**src/rtl/seg7_scan_driver_if.sv**
```systemverilog
// Capture bus from the upstream 4-bit ALU stage into the seven-segment driver.
// The ALU side drives it (master); the display driver samples it (slave).
interface seg7_scan_driver_if;
  logic       load;    // capture strobe
  logic [3:0] in_1;    // operand A
  logic [3:0] in_2;    // operand B
  logic [2:0] sel;     // operation select
  logic       En;      // ALU enable
  logic [3:0] result;  // ALU output

  modport master (output load, in_1, in_2, sel, En, result);
  modport slave  (input  load, in_1, in_2, sel, En, result);
endinterface

```
**src/rtl/seg7_scan_driver.sv**
```systemverilog
// Four-digit time-multiplexed seven-segment driver for an ALU transaction.
// Digit 3 = operand A, digit 2 = operand B, digit 1 = select, digit 0 = result
// (or a dash when the ALU was disabled). Each digit slot starts with one
// all-off cycle to avoid ghosting. Outputs come straight from flops.
module seg7_scan_driver #(
  parameter int REFRESH_DIV  = 50000,
  parameter bit COMMON_ANODE = 1'b1
) (
  input  logic                clk,
  input  logic                rst_n,
  seg7_scan_driver_if.slave   alu,
  output logic [3:0]          an,
  output logic [6:0]          seg
);

  localparam int             CW       = $clog2(REFRESH_DIV);
  localparam logic [CW-1:0]  CNT_MAX  = CW'(REFRESH_DIV - 1);
  // Active-low patterns; polarity is applied once at the output stage.
  localparam logic [3:0]     AN_OFF_LO  = 4'b1111;
  localparam logic [6:0]     SEG_OFF_LO = 7'b1111111;
  localparam logic [6:0]     SEG_DASH_LO = 7'b0111111;
  localparam logic [3:0]     BLANK_AN  = COMMON_ANODE ? AN_OFF_LO  : ~AN_OFF_LO;
  localparam logic [6:0]     BLANK_SEG = COMMON_ANODE ? SEG_OFF_LO : ~SEG_OFF_LO;

  // Captured ALU transaction
  logic [3:0]    a_q, a_d;
  logic [3:0]    b_q, b_d;
  logic [2:0]    s_q, s_d;
  logic          en_q, en_d;
  logic [3:0]    r_q, r_d;

  // Scan position
  logic [CW-1:0] cnt_q, cnt_d;
  logic [1:0]    idx_q, idx_d;

  // Output registers
  logic [3:0]    an_q, an_d;
  logic [6:0]    seg_q, seg_d;

  // Working signals
  logic          slot_wrap;
  logic          blank_now;
  logic [3:0]    an_lit_lo;
  logic [6:0]    digit_lo;

  // Hex digit to active-low {g,f,e,d,c,b,a}.
  function automatic logic [6:0] hex_lo(input logic [3:0] v);
    logic [6:0] p;
    case (v)
      4'h0:    p = 7'b1000000;
      4'h1:    p = 7'b1111001;
      4'h2:    p = 7'b0100100;
      4'h3:    p = 7'b0110000;
      4'h4:    p = 7'b0011001;
      4'h5:    p = 7'b0010010;
      4'h6:    p = 7'b0000010;
      4'h7:    p = 7'b1111000;
      4'h8:    p = 7'b0000000;
      4'h9:    p = 7'b0010000;
      4'hA:    p = 7'b0001000;
      4'hB:    p = 7'b0000011;
      4'hC:    p = 7'b1000110;
      4'hD:    p = 7'b0100001;
      4'hE:    p = 7'b0000110;
      default: p = 7'b0001110;
    endcase
    return p;
  endfunction

  // One-hot-low digit enable for the current slot index.
  for (genvar gi = 0; gi < 4; gi++) begin : g_an
    assign an_lit_lo[gi] = (idx_q != 2'(gi));
  end

  // Capture register next-state: load all five fields together, else hold.
  always_comb begin
    a_d  = a_q;
    b_d  = b_q;
    s_d  = s_q;
    en_d = en_q;
    r_d  = r_q;
    if (alu.load) begin
      a_d  = alu.in_1;
      b_d  = alu.in_2;
      s_d  = alu.sel;
      en_d = alu.En;
      r_d  = alu.result;
    end
  end

  // Slot counter and digit index; the index steps when the counter wraps.
  always_comb begin
    slot_wrap = (cnt_q == CNT_MAX);
    cnt_d     = slot_wrap ? '0 : cnt_q + 1'b1;
    idx_d     = slot_wrap ? idx_q + 2'd1 : idx_q;
  end

  // Output next-state from the pre-edge scan position and captured values, so
  // a capture at edge k shows from edge k+1 and the slot's first cycle is blank.
  always_comb begin
    blank_now = (cnt_q == '0);
    case (idx_q)
      2'd3:    digit_lo = hex_lo(a_q);
      2'd2:    digit_lo = hex_lo(b_q);
      2'd1:    digit_lo = hex_lo({1'b0, s_q});
      default: digit_lo = en_q ? hex_lo(r_q) : SEG_DASH_LO;
    endcase
    if (blank_now) begin
      an_d  = BLANK_AN;
      seg_d = BLANK_SEG;
    end else begin
      an_d  = COMMON_ANODE ? an_lit_lo : ~an_lit_lo;
      seg_d = COMMON_ANODE ? digit_lo  : ~digit_lo;
    end
  end

  // State registers with asynchronous active-low reset.
  always_ff @(posedge clk or negedge rst_n) begin
    if (!rst_n) begin
      a_q   <= '0;
      b_q   <= '0;
      s_q   <= '0;
      en_q  <= 1'b0;
      r_q   <= '0;
      cnt_q <= '0;
      idx_q <= '0;
      an_q  <= BLANK_AN;
      seg_q <= BLANK_SEG;
    end else begin
      a_q   <= a_d;
      b_q   <= b_d;
      s_q   <= s_d;
      en_q  <= en_d;
      r_q   <= r_d;
      cnt_q <= cnt_d;
      idx_q <= idx_d;
      an_q  <= an_d;
      seg_q <= seg_d;
    end
  end

  assign an  = an_q;
  assign seg = seg_q;

endmodule
```
**src/flat_wrapper.sv**
```systemverilog
// flat-port wrapper written by rule: the top's interface ports become plain ports
module seg7_scan_driver_flat 
#(
  parameter int REFRESH_DIV  = 50000,
  parameter bit COMMON_ANODE = 1'b1
)
  (clk, rst_n, an, seg, alu_load, alu_in_1, alu_in_2, alu_sel, alu_En, alu_result);
  seg7_scan_driver_if alu_i ();
  input  logic clk;
  input  logic rst_n;
  output logic [3:0] an;
  output logic [6:0] seg;
  input wire logic [$bits(alu_i.load)-1:0] alu_load;
  input wire logic [$bits(alu_i.in_1)-1:0] alu_in_1;
  input wire logic [$bits(alu_i.in_2)-1:0] alu_in_2;
  input wire logic [$bits(alu_i.sel)-1:0] alu_sel;
  input wire logic [$bits(alu_i.En)-1:0] alu_En;
  input wire logic [$bits(alu_i.result)-1:0] alu_result;
  assign alu_i.load = alu_load;
  assign alu_i.in_1 = alu_in_1;
  assign alu_i.in_2 = alu_in_2;
  assign alu_i.sel = alu_sel;
  assign alu_i.En = alu_En;
  assign alu_i.result = alu_result;
  seg7_scan_driver #(.REFRESH_DIV(REFRESH_DIV), .COMMON_ANODE(COMMON_ANODE)) u_core (.clk(clk), .rst_n(rst_n), .alu(alu_i), .an(an), .seg(seg));
endmodule
```
**config.mk**
```make
export PLATFORM = sky130hd
export DESIGN_NAME = seg7_scan_driver_flat
export DESIGN_NICKNAME = d
export VERILOG_FILES = /design/src/rtl/seg7_scan_driver_if.sv /design/src/rtl/seg7_scan_driver.sv /design/src/flat_wrapper.sv
export SDC_FILE = /design/constraint.sdc
export NUM_CORES = 1
export LEC_CHECK = 0
export CAP_MARGIN = 5
export CELL_PAD_IN_SITES_DETAIL_PLACEMENT = 0
export CELL_PAD_IN_SITES_GLOBAL_PLACEMENT = 2
export CORE_UTILIZATION = 36
export DETAILED_ROUTE_END_ITERATION = 10
export GPL_TIMING_DRIVEN = 0
export HOLD_SLACK_MARGIN = 0.02
export PLACE_DENSITY = 0.8
export SYNTH_ARGS = -nofsm -noshare
export SYNTH_HDL_FRONTEND = slang
export SYNTH_SLANG_ARGS = --single-unit
```
**constraint.sdc**
```tcl
create_clock -name clk -period 2 [get_ports clk]
set_input_delay 0.6 -clock clk [delete_from_list [all_inputs] [get_ports clk]]
set_output_delay 0.6 -clock clk [all_outputs]
set_load 0.03 [all_outputs]
```
Yosys cells after proc, flatten, opt, wreduce, memory -nomap -nowiden
Memory sizes are Yosys's and may differ from the RTL's.
Index checks and enable logic that the tools add are counted.
W data, S select, Z words.

cells by class
  equality and inequality tests = 7
  $add $sub $neg = 2
  reductions and logical operators = 2
  multiplexer cells = 5

operator list
  operator                 number
  $pmux W7 S3              1
  $add A16 B1 Y16 const B  1
  $eq A16 B16 Y1 const B   1
  $logic_not A16 Y1        1
  $mux W16                 1
  $mux W7                  2
  $eq A2 B2 Y1 const B     2
  $mux W4                  1
  $ne A2 B2 Y1 const B     2
  $add A2 B1 Y2 const B    1
  $eq A2 B1 Y1 const B     1
  $ne A2 B1 Y1 const B     1
  $reduce_bool A2 Y1       1

storage, ports and cells
  logic and storage cells = 29
  bits in read-only memories = 392
  output and inout bits = 11
  memories kept = 4
  register bits = 45

memory list
  memory           depth  width  rd ports  clocked after memory_dff  write ports  RTL line                text
  (no name shown)  16     7      1         0                         0            seg7_scan_driver.sv:49  case (v)
  (no name shown)  16     7      1         0                         0            seg7_scan_driver.sv:49
  (no name shown)  16     7      1         0                         0            seg7_scan_driver.sv:49
  (no name shown)  8      7      1         0                         0            seg7_scan_driver.sv:49

Longest topological paths before layout
Gate-level depths: netlist of the first run.
An unclocked memory read counts as a cell.

  depth after elaboration = 4
  mapped depth = 7
  gate-level depth less buffers = 6

Least setup slack after synthesis of the first run
No wires, ideal clock.

  kind = register to register
  start = register u_core.r_q[0]
  end = register u_core.seg_q[3] (netlist: u_core.seg[3])
  path buffers = 0
  slack = 0.366 ns
  arrival = 1.544 ns
  setup time = 0.089 ns
  stages on the path, launching flop included = 7
  cell sequence = dfrtp_1 -> inv_1 -> ha_1 -> inv_1 -> mux4_2 -> and4b_1 -> a31oi_1

between the ends
  cells in the longest elaborated chain, start to end = 4

ends and longest elaborated chain
  item                    RTL line                 text
  from (decl)             seg7_scan_driver.sv:30   logic [3:0] r_q, r_d;
  from (signal assigned)  seg7_scan_driver.sv:134  r_q <= r_d;
  $mem_v2 Z16 W7          --
  $mux W7                 seg7_scan_driver.sv:106  default: digit_lo = en_q ? hex_lo(r_q) : SEG_DASH_LO;
  $pmux W7 S3             seg7_scan_driver.sv:102  case (idx_q)
  $mux W7                 seg7_scan_driver.sv:108  if (blank_now) begin
  via u_core.seg_d[3]     seg7_scan_driver.sv:38   logic [6:0] seg_q, seg_d;
  to (signal assigned)    seg7_scan_driver.sv:138  seg_q <= seg_d;
  to (decl)               seg7_scan_driver.sv:38

The timed path passes the listed nets, and every way through them passes these cells.
A chain may end at the register's enable or synchronous reset.

Worst setup path after layout of the first run
Same ends and word-level chain as after synthesis.

==> run summary, run 1 <==
Overall routed net length -> 6679 µm
Post-synthesis cell count -> 299
Weighted congestion at the end of routability-driven global placement -> 0.7664
Hold-fix buffer count after cts -> 0
Area after detailed placement -> 3362 µm²
First drt pass iteration count -> 4
Width of the chip -> 92.36 µm
Final std cell area, no fill -> 3453 µm²
Remaining number of nets flagged by the antenna check after routing -> 0
Setup violation total in the final timing report -> 0
Final clock skew -> 7.058 ps
Arrival @ worst endpoint -> 2060 ps
Cell with the most instances on the worst path -> inv_1
Setup TNS -> 0 ps
CTS Root Cell -> clkbuf_8
Number of gates resized after CTS -> 11
Crit-path cells -> inv_1 > ha_1 > inv_1 > mux4_2 > and4b_1 > a31oi_1
Primary FF master, synth -> dfrtp_1
Most common cell after layout, fill and taps aside -> dfrtp_1
Post-Place Worst Slack -> 50.62 ps
Post-route insts no fill -> 437
Number of maximum-capacitance violations -> 0
Diode insertion count for antenna repair -> 0
Worst IR drop on VDD -> 0.2769 mV
Die extent in y -> 92.36 µm
Crit path setup slack, layout -> 159.9 ps
DRC violations left -> 0
Count of input and output buffers -> 28
Count of pins on the block boundary -> 30
Final critical-path share of the clock period -> 0.9200
TritonCTS clock tree -> done
Kind of path behind the tightest hold check -> primary input to asynchronous set/reset pin
Number of H-tree levels -> 2
Avg WL per Cell -> 15.28 µm
Total power divided by cell area -> 624.0 nW/µm²
Endpoint of the most critical register-to-register path -> u_core.seg[3]
Share of synthesized flip-flops with an asynchronous set or reset -> 1.000
Hold Violations, Final -> 0
Placement Rows -> 32
Capturing element type of the critical path -> register
Number of enable flip-flop cells after synthesis -> 0
Residual overflow from global routing -> 0
Worst-margin pin slew -> 657.2 ps
Maximum number of pins on one net before global-route repair -> 29
Global-route usage over all layers -> 0.1689
CP startpoint kind -> register
Count of vias placed by the detailed router -> 2250
Number of cell instances on the worst register-to-register path -> 6
Startpoint of the worst-slack reg-to-reg timing path -> u_core.r_q[0]
CTS buffer count -> 5
Global-route wire length before repair -> 10980 µm
Clock input transition at the sequential cells of the worst setup and hold paths -> 80 ps
Estimated wirelength of the detail-placed design -> 4937 µm
Synth Cell Area -> 2939 µm²
Leakage power -> 1.526 nW
Min cycle time layout -> 1840 ps
Worst setup slack for register-to-register paths -> 160 ps
Via count of the first global-routing pass -> 2180
Proportion of layout cells with a drive suffix above 1 -> 0.1403
Yosys warning total -> 0
Portion of the post-synthesis area used by sequential elements -> 0.3878
Die area -> 8529 µm²
Maximum fanout count along the critical path -> 6
Classification of the worst setup path -> register to register
Initial cell density of the core -> 0.3764
Initial antenna violation count -> 0
Distinct cell type count after synthesis -> 46
Skew-Pair Late Insertion Delay -> 300 ps
Maximum buffer depth of the clock tree -> 2
Syn Nets -> 351
Vias per Instance -> 5.149
Area grow syn2layout -> 17.50%
Worst max-slew margin expressed relative to the limit -> 0.5618
Unrepaired setup endpoints after global routing -> no
Slowest library cell on the worst path -> dfrtp_1
Number of placed instances, taps included -> 430
Highest clock rate -> 0.5435 GHz
Final max-slew violation count -> 0
Average footprint of a synthesized cell -> 9.830 µm²
Clock Sinks -> 45
Delay of the slowest cell on the worst path -> 450 ps
Required time of the critical path -> 2220 ps
Commonest non-fill, non-tap cells in the layout -> dfrtp_1, ha_1, nand2_1, o21ai_0, inv_1
Net count of the finished layout -> 386
Number of storage elements in the synthesis netlist -> 45
Status -> complete, no violations
Core area -> 7807 µm²
Count of buffers added by post-CTS timing repair for setup -> 0
Drt initial violations -> 53
[final cells by class]
class	instances	area [µm²]
clock inverter	2	35.03
tap	102	127.6
buffer	16	82.58
sequential	45	1140
multi-input combinational	219	1647
clock buffer	6	72.57
fill	798	4354
inverter	18	67.56
timing repair buffer	29	281.5
[stage by stage]
| step | utilization | hold WS [ps] | power (mW) |
|---|---|---|---|
| 4_1_cts | 0.4426 | 246.0 | 2.191 |
| 3_3_place_gp | 0.4287 | 491.5 | 1.495 |
| 2_1_floorplan | - | 304.4 | 1.329 |
| 6_report | 0.4423 | 236.8 | 2.155 |
| 5_1_grt | 0.4423 | 273.0 | 2.279 |
| 3_5_place_dp | 0.4306 | 503.7 | 1.501 |
[critical path, delay by kind of cell, from the launching register on]
family | cells | cell delay (ps)
buffers and inverters | 2 | 200
adder cells (fa/ha/maj) | 1 | 330
multiplexers | 1 | 430
flip-flops | 1 | 450
AND/OR/NAND/NOR | 1 | 300
AO/OA/AOI/OAI | 1 | 50
[state kept, by name, summed over array words and instances (netlist names)]
signal and flops:
u_core.a_q 4, u_core.s_q 3, u_core.b_q 4, u_core.an 4, u_core.r_q 4, u_core.cnt_q 16
u_core.en_q 1, u_core.idx_q 2, u_core.seg 7
[cell usage after synthesis, types with 3 or more instances]
library cell  instances  share of area
o21ai_0              20          0.034
a31oi_1               7          0.015
and4_1                4          0.012
a21oi_1               9          0.015
nor4_1                3         0.0064
and3_1                4         0.0085
nor3_1                9          0.015
and4b_1               3          0.010
nand2b_1              9          0.019
inv_1                17          0.022
xnor2_1               8          0.024
nand3_1               6          0.010
buf_2                 6          0.010
nand4_1               5          0.011
ha_1                 33           0.14
nor2_1               12          0.015
mux2i_1               9          0.031
o211ai_1              5          0.013
nand2_1              32          0.041
xor2_1                5          0.015
mux2_2               12          0.046
dfrtp_1              34           0.29
dfstp_2              11          0.098
clkbuf_1              8          0.010
[worst max-delay path by stage]
stage | start | end | slack [ps]
after CTS | u_core.idx_q[1] | u_core.seg[2] | 100
after global placement | rst_n | u_core.cnt_q[5] | -1030
after global routing | u_core.cnt_q[0] | u_core.seg[1] | 20
final | u_core.r_q[0] | u_core.seg[3] | 160
after floorplan | u_core.r_q[0] | u_core.seg[3] | 370
after detailed placement | alu_load | u_core.a_q[3] | 50
[logic make-up (layout without fill, tap and decap cells)]
| family | after synthesis | in the layout | share of synthesized area |
|---|---|---|---|
| flops | 45 | 45 | 0.3878 |
| buf+inv | 35 | 71 | 0.05236 |
| xor+xnor | 13 | 13 | 0.03874 |
| compound gates | 58 | 58 | 0.1286 |
| mux | 23 | 23 | 0.08940 |
| simple gates | 92 | 92 | 0.1626 |
| fa+ha+maj | 33 | 33 | 0.1405 |
[where the power goes]
part / switching, mW / internal [mW]
sequential: 0.0401 / 0.973
clock: 0.319 / 0.371
combinational: 0.254 / 0.197
total: 0.613 / 1.54
[routing by layer]
metal	wire length, µm	track usage	up-vias
met5	0	0	-
met4	60	0.04688	0
met3	166	0.02627	4
met2	3101	0.2617	31
met1	3351	0.2435	1099
li1	-	-	1116
Power figures use the tool's default switching activity.
==> inputs of run 2 (changes only) <==
Settings changed: SKIP_LAST_GASP set to 1.
==> results of run 2 <==
Same layout as run 1: the final DEF is identical, and so are final timing and power.
==> RTL edit 1, RTL diff (settings of run 1) <==
`COMMON_ANODE` is set to 1'b1 in 2 places; all go to 1'b0.
--- a/src/rtl/seg7_scan_driver.sv
+++ b/src/rtl/seg7_scan_driver.sv
@@ -5,5 +5,5 @@
 module seg7_scan_driver #(
   parameter int REFRESH_DIV  = 50000,
-  parameter bit COMMON_ANODE = 1'b1
+  parameter bit COMMON_ANODE = 1'b0
 ) (
   input  logic                clk,
--- a/src/flat_wrapper.sv
+++ b/src/flat_wrapper.sv
@@ -3,5 +3,5 @@
 #(
   parameter int REFRESH_DIV  = 50000,
-  parameter bit COMMON_ANODE = 1'b1
+  parameter bit COMMON_ANODE = 1'b0
 )
   (clk, rst_n, an, seg, alu_load, alu_in_1, alu_in_2, alu_sel, alu_En, alu_result);
Check against the original RTL: not equivalent (Yosys sat finds a counterexample within 4 cycles, from zero or initial values and one cycle with rst_n low).
==> RTL edit 1 against run 1 <==
  * Total power shrank 4.2%
  * Design area is 2.1% higher
  * Worst setup slack got worse by 0.099 ns
  * Sequential cell count unchanged
  * Critical path depth unchanged
  * Global-route usage up 0.34 points
  * Count of clock-buffer cells in the layout unchanged
  * Synthesized area grew 1.3%
  * Wire length rose by 1.6%
  * Die area up 1.2%
==> RTL edit 1: results (changes against run 1) <==
* Mux share of post-synthesis cell area at 0.102 (+0.0123)
* Crit path DAT at 2.15 ns (+0.09 ns)
* Post-Synth XOR/XNOR Area at 0.0383 (-0.000489)
* VDD IR-drop max at 312 uV (+13%)
* R2R Setup Slk at 0.06 ns (-0.10 ns)
* Sequential area share after synthesis at 0.378 (-0.00951)
* Post-Place Worst Slack at 0.0230 ns (-0.0276 ns)
* Cells after Synth at 304 (+1.7%)
* Peak fanout along the critical path at 5 (-1)
* Final net count at 395 (+2.3%)
* GRT Util Overall at 0.172 (+0.00343)
* Final Skew at 0.00720 ns (+0.000143 ns)
* CP max stage delay at 0.41 ns (-0.04 ns)
* Rel. slew slack at 0.607 (+0.0453)
* Top Family by Delay on Critical Path: compound AO/OA/AOI/OAI gates
* First-pass GRT wire length at 11400 um (+4.0%)
* Status: finished clean
* Cell Area, Placed at 3400 um^2 (+1.1%)
* Leading post-synthesis cells by cell area: dfrtp_1, ha_1, mux2_2, nand2_1, o21ai_0
* Compound-cell area share of the yosys netlist at 0.122 (-0.00667)
* Worst setup path start: u_core.b_q[0]
* Placed insts at 435 (+1.2%)
* Syn_nets at 356 (+1.4%)
* DR iter-0 viols at 63 (+19%)
* P_leak at 1.55 nW (+1.7%)
* Adder-cell share of the synthesized area at 0.139 (-0.00177)
==> RTL edit 1: changes by cell type in the layout (fill, tap and decap cells not counted), sizes merged, moves of 5 or more <==
cell / change
nor2: +7
dlygate4sd2: -11
nand2b: -5
mux2i: -5
mux2: +8
xnor2: -5
dfstp: -11
dfrtp: +11
clkdlybuf4s50: +11
xor2: +5
a31oi: -5
and2: +7
==> RTL edit 1: power by group <==
part           internal [mW]  total [mW]  switching, mW  leakage [nW]
combinational          0.225       0.482          0.257         0.955
sequential             0.960        1.00         0.0398         0.560
clock                  0.247       0.582          0.335        0.0374
==> RTL edit 1: worst min-delay path by stage <==
stage | depth (start not counted) | slack (ns) | from | to
finish | 1 | 0.24 | rst_n | u_core.an[2]
global route | 1 | 0.25 | rst_n | u_core.r_q[3]
CTS | 1 | 0.24 | rst_n | u_core.s_q[1]
detailed placement | 1 | 0.49 | u_core.cnt_q[10] | u_core.cnt_q[10]
global placement | 1 | 0.48 | u_core.cnt_q[10] | u_core.cnt_q[10]
floorplan | 0 | 0.30 | rst_n | u_core.a_q[0]
==> RTL edit 1: timing repair <==
action	4_1_cts	5_1_grt
pin swaps	2	4
resized for setup	0	6
endpoints found under the setup margin	1	3
buffers inserted	0	3
==> RTL edit 1: cells by family (layout without fill, tap and decap cells) <==
family | count (synthesis) | after routing
xor+xnor | 13 | 13
compound gates | 57 | 57
mux | 26 | 26
flops | 45 | 45
simple gates | 96 | 96
fa+ha+maj | 33 | 33
buf+inv | 34 | 74
==> RTL edit 1: final cells by class <==
type / instances / area (um^2)
Fill cell: 802 / 4320
Multi-Input combinational cell: 225 / 1710
Sequential cell: 45 / 1130
Timing Repair Buffer: 32 / 318
Tap cell: 102 / 128
Buffer: 14 / 77.6
Inverter: 20 / 75.1
Clock buffer: 6 / 72.6
Clock inverter: 2 / 15.0
==> RTL edit 1: layer usage <==
layer / track usage / up-vias / share of wire
met5: 0 / - / 0
met4: 0.0538 / 0 / 0.015
met3: 0.0328 / 7 / 0.017
met2: 0.263 / 20 / 0.46
met1: 0.244 / 1057 / 0.51
li1: - / 1138 / -
==> RTL edit 2, RTL diff (config.mk and constraints of run 1) <==
Made on the original files. Reset style: synchronous (`rst_n`), changed in one clocked block. Comments in the files are not updated.
--- a/src/rtl/seg7_scan_driver.sv
+++ b/src/rtl/seg7_scan_driver.sv
@@ -116,5 +116,5 @@
 
   // State registers with asynchronous active-low reset.
-  always_ff @(posedge clk or negedge rst_n) begin
+  always_ff @(posedge clk) begin
     if (!rst_n) begin
       a_q   <= '0;
Behaviour: differs if rst_n is asserted again (counterexample within 4 cycles, from zero or initial values and one cycle with rst_n low); with rst_n held inactive, the same outputs for 10 cycles.
==> RTL edit 2 against run 1 <==
  * Via count up 17%
  * Core utilization is 3.6 points higher
  * Synthesized area up 15%
  * Highest routed layer unchanged
  * Wire length grew 16%
  * Non-clock buffer count grew 10
  * Worst setup slack worse by 0.15 ns
  * Final cell count increased by 19%
  * Sequential power grew 56%
  * Combinational power fell by 3%
  * Sequential share of layout area rose by 1.4 points
  * Largest power group unchanged
  * Sequential cell count is 28 higher
  * Design area is 23% higher
  * Clock power rose by 68%
  * Total power increased by 47%
==> RTL edit 2: results (changes against run 1) <==
* VDD IR-drop max at 340 uV (+23%)
* Vias in the first global route at 2498 (+15%)
* Initial antenna violation count at 0 (unchanged)
* Adder-cell share of the synthesized area at 0.111 (-0.0293)
* Syn_nets at 402 (+15%)
* Mux share of post-synthesis cell area at 0.108 (+0.0185)
* Peak fanout along the critical path at 8 (+2)
* Vias at 2630 (+17%)
* GRT Util Overall at 0.169 (-0.000182)
* Post-Synth XOR/XNOR Area at 0.0389 (+0.000178)
* Leading post-synthesis cells by cell area: dfxtp_1, ha_1, mux2i_1, nor2_1, mux2_2
* Worst slew pin tran at 0.635 ns (-0.0219 ns)
* R2R Setup Slk at 0.13 ns (-0.03 ns)
* Status: finished clean
* Top Family by Delay on Critical Path: multiplexers
* Post-synth ARST share at 0 (-1.00)
* Routed WL at 7750 um (+16%)
* First-pass GRT wire length at 12400 um (+13%)
* Post-Place Worst Slack at -0.918 ns (-0.968 ns)
* Sequential area share after synthesis at 0.433 (+0.0451)
* CP max stage delay at approximately 0.46 ns
* Post-CTS Setup Bufs at 3 (+3)
* Layout cell share with drive strength beyond 1 at 0.185 (+0.0451)
* Commonest cells in the netlist: dfxtp_1, nor2_1, inv_1
* P_leak at 1.73 nW (+13%)
* Hold Crit Class: flip-flop to flip-flop
* Final Cycle Share at 0.997 (+0.0769)
* CTS buffer count at 9 (+4)
* Compound-cell area share of the yosys netlist at 0.102 (-0.0270)
* Placed insts at 489 (+14%)
* DR iter-0 viols at 103 (+94%)
* Vias/cell at 5.08 (-1.4%)
* Final net count at 455 (+18%)
* Largest net degree at the start of global routing at 12 (-59%)
* Clock Latency Late Sink at 0.34 ns (+0.04 ns)
* Crit path DAT at 2.21 ns (+0.15 ns)
* GPL Wtd Cong at 0.777 (+1.4%)
* DR pass1 iterations at 5 (+1)
* Htree depth at 3 (+1)
* Cell Area, Placed at 3910 um^2 (+16%)
* Post-DP HPWL at 5530 um (+12%)
* Final Skew at 0.00862 ns (+0.00156 ns)
* Synth Flop Type: dfxtp_1
* Slowest cell on crit path: mux4_2
-- RTL edit 2: changes by cell type after synthesis, moves of 7 or more --
| cell | change |
|---|---|
| a222oi_1 | +7 |
| dfrtp_1 | -34 |
| dfstp_2 | -11 |
| dfxtp_1 | +73 |
| inv_1 | +17 |
| nand2b_1 | -9 |
| nor2_1 | +28 |
| o21ai_0 | -16 |
| o22ai_1 | +15 |
-- RTL edit 2: routing by layer --
layer / vias up / wire length (um) / track usage / share of wire
met2: 49 / 3690 / 0.276 / 0.48
met4: 0 / 71 / 0.0448 / 0.0092
li1: 1332 / - / - / -
met5: - / 0 / 0 / 0
met3: 6 / 251 / 0.0504 / 0.032
met1: 1243 / 3740 / 0.217 / 0.48
-- RTL edit 2: final cells by class --
type,instances,area (um^2),share of cell area
Sequential cell,73,1460,0.344
Buffer,13,113,0.0265
Timing Repair Buffer,42,383,0.0900
Tap cell,108,135,0.0318
Clock buffer,12,155,0.0365
Inverter,34,128,0.0300
Multi-Input combinational cell,233,1840,0.432
Clock inverter,3,40.0,0.00941
-- RTL edit 2: cells by family after synthesis --
logic type,Yosys count
AO/OA/AOI/OAI,51
XOR/XNOR,15
adder cells (fa/ha/maj),30
buffers and inverters,47
flip-flops,73
multiplexers,31
AND/OR/NAND/NOR,106
-- RTL edit 2: power breakdown --
group / internal, mW / switching [mW]
Combinational: 0.209 / 0.229
Clock: 0.634 / 0.523
Sequential: 1.54 / 0.0367
-- RTL edit 2: worst paths after layout --
| check | from | endpoint | cells after the start |
|---|---|---|---|
| worst max-delay path | alu_load | flip-flop | 8 |
| worst min-delay path | u_core.cnt_q[0] | u_core.cnt_q[0] | 1 |
| worst min register to register | u_core.cnt_q[0] | u_core.cnt_q[0] | 1 |
| worst max register to register | u_core.cnt_q[10] | u_core.cnt_q[14] | 5 |
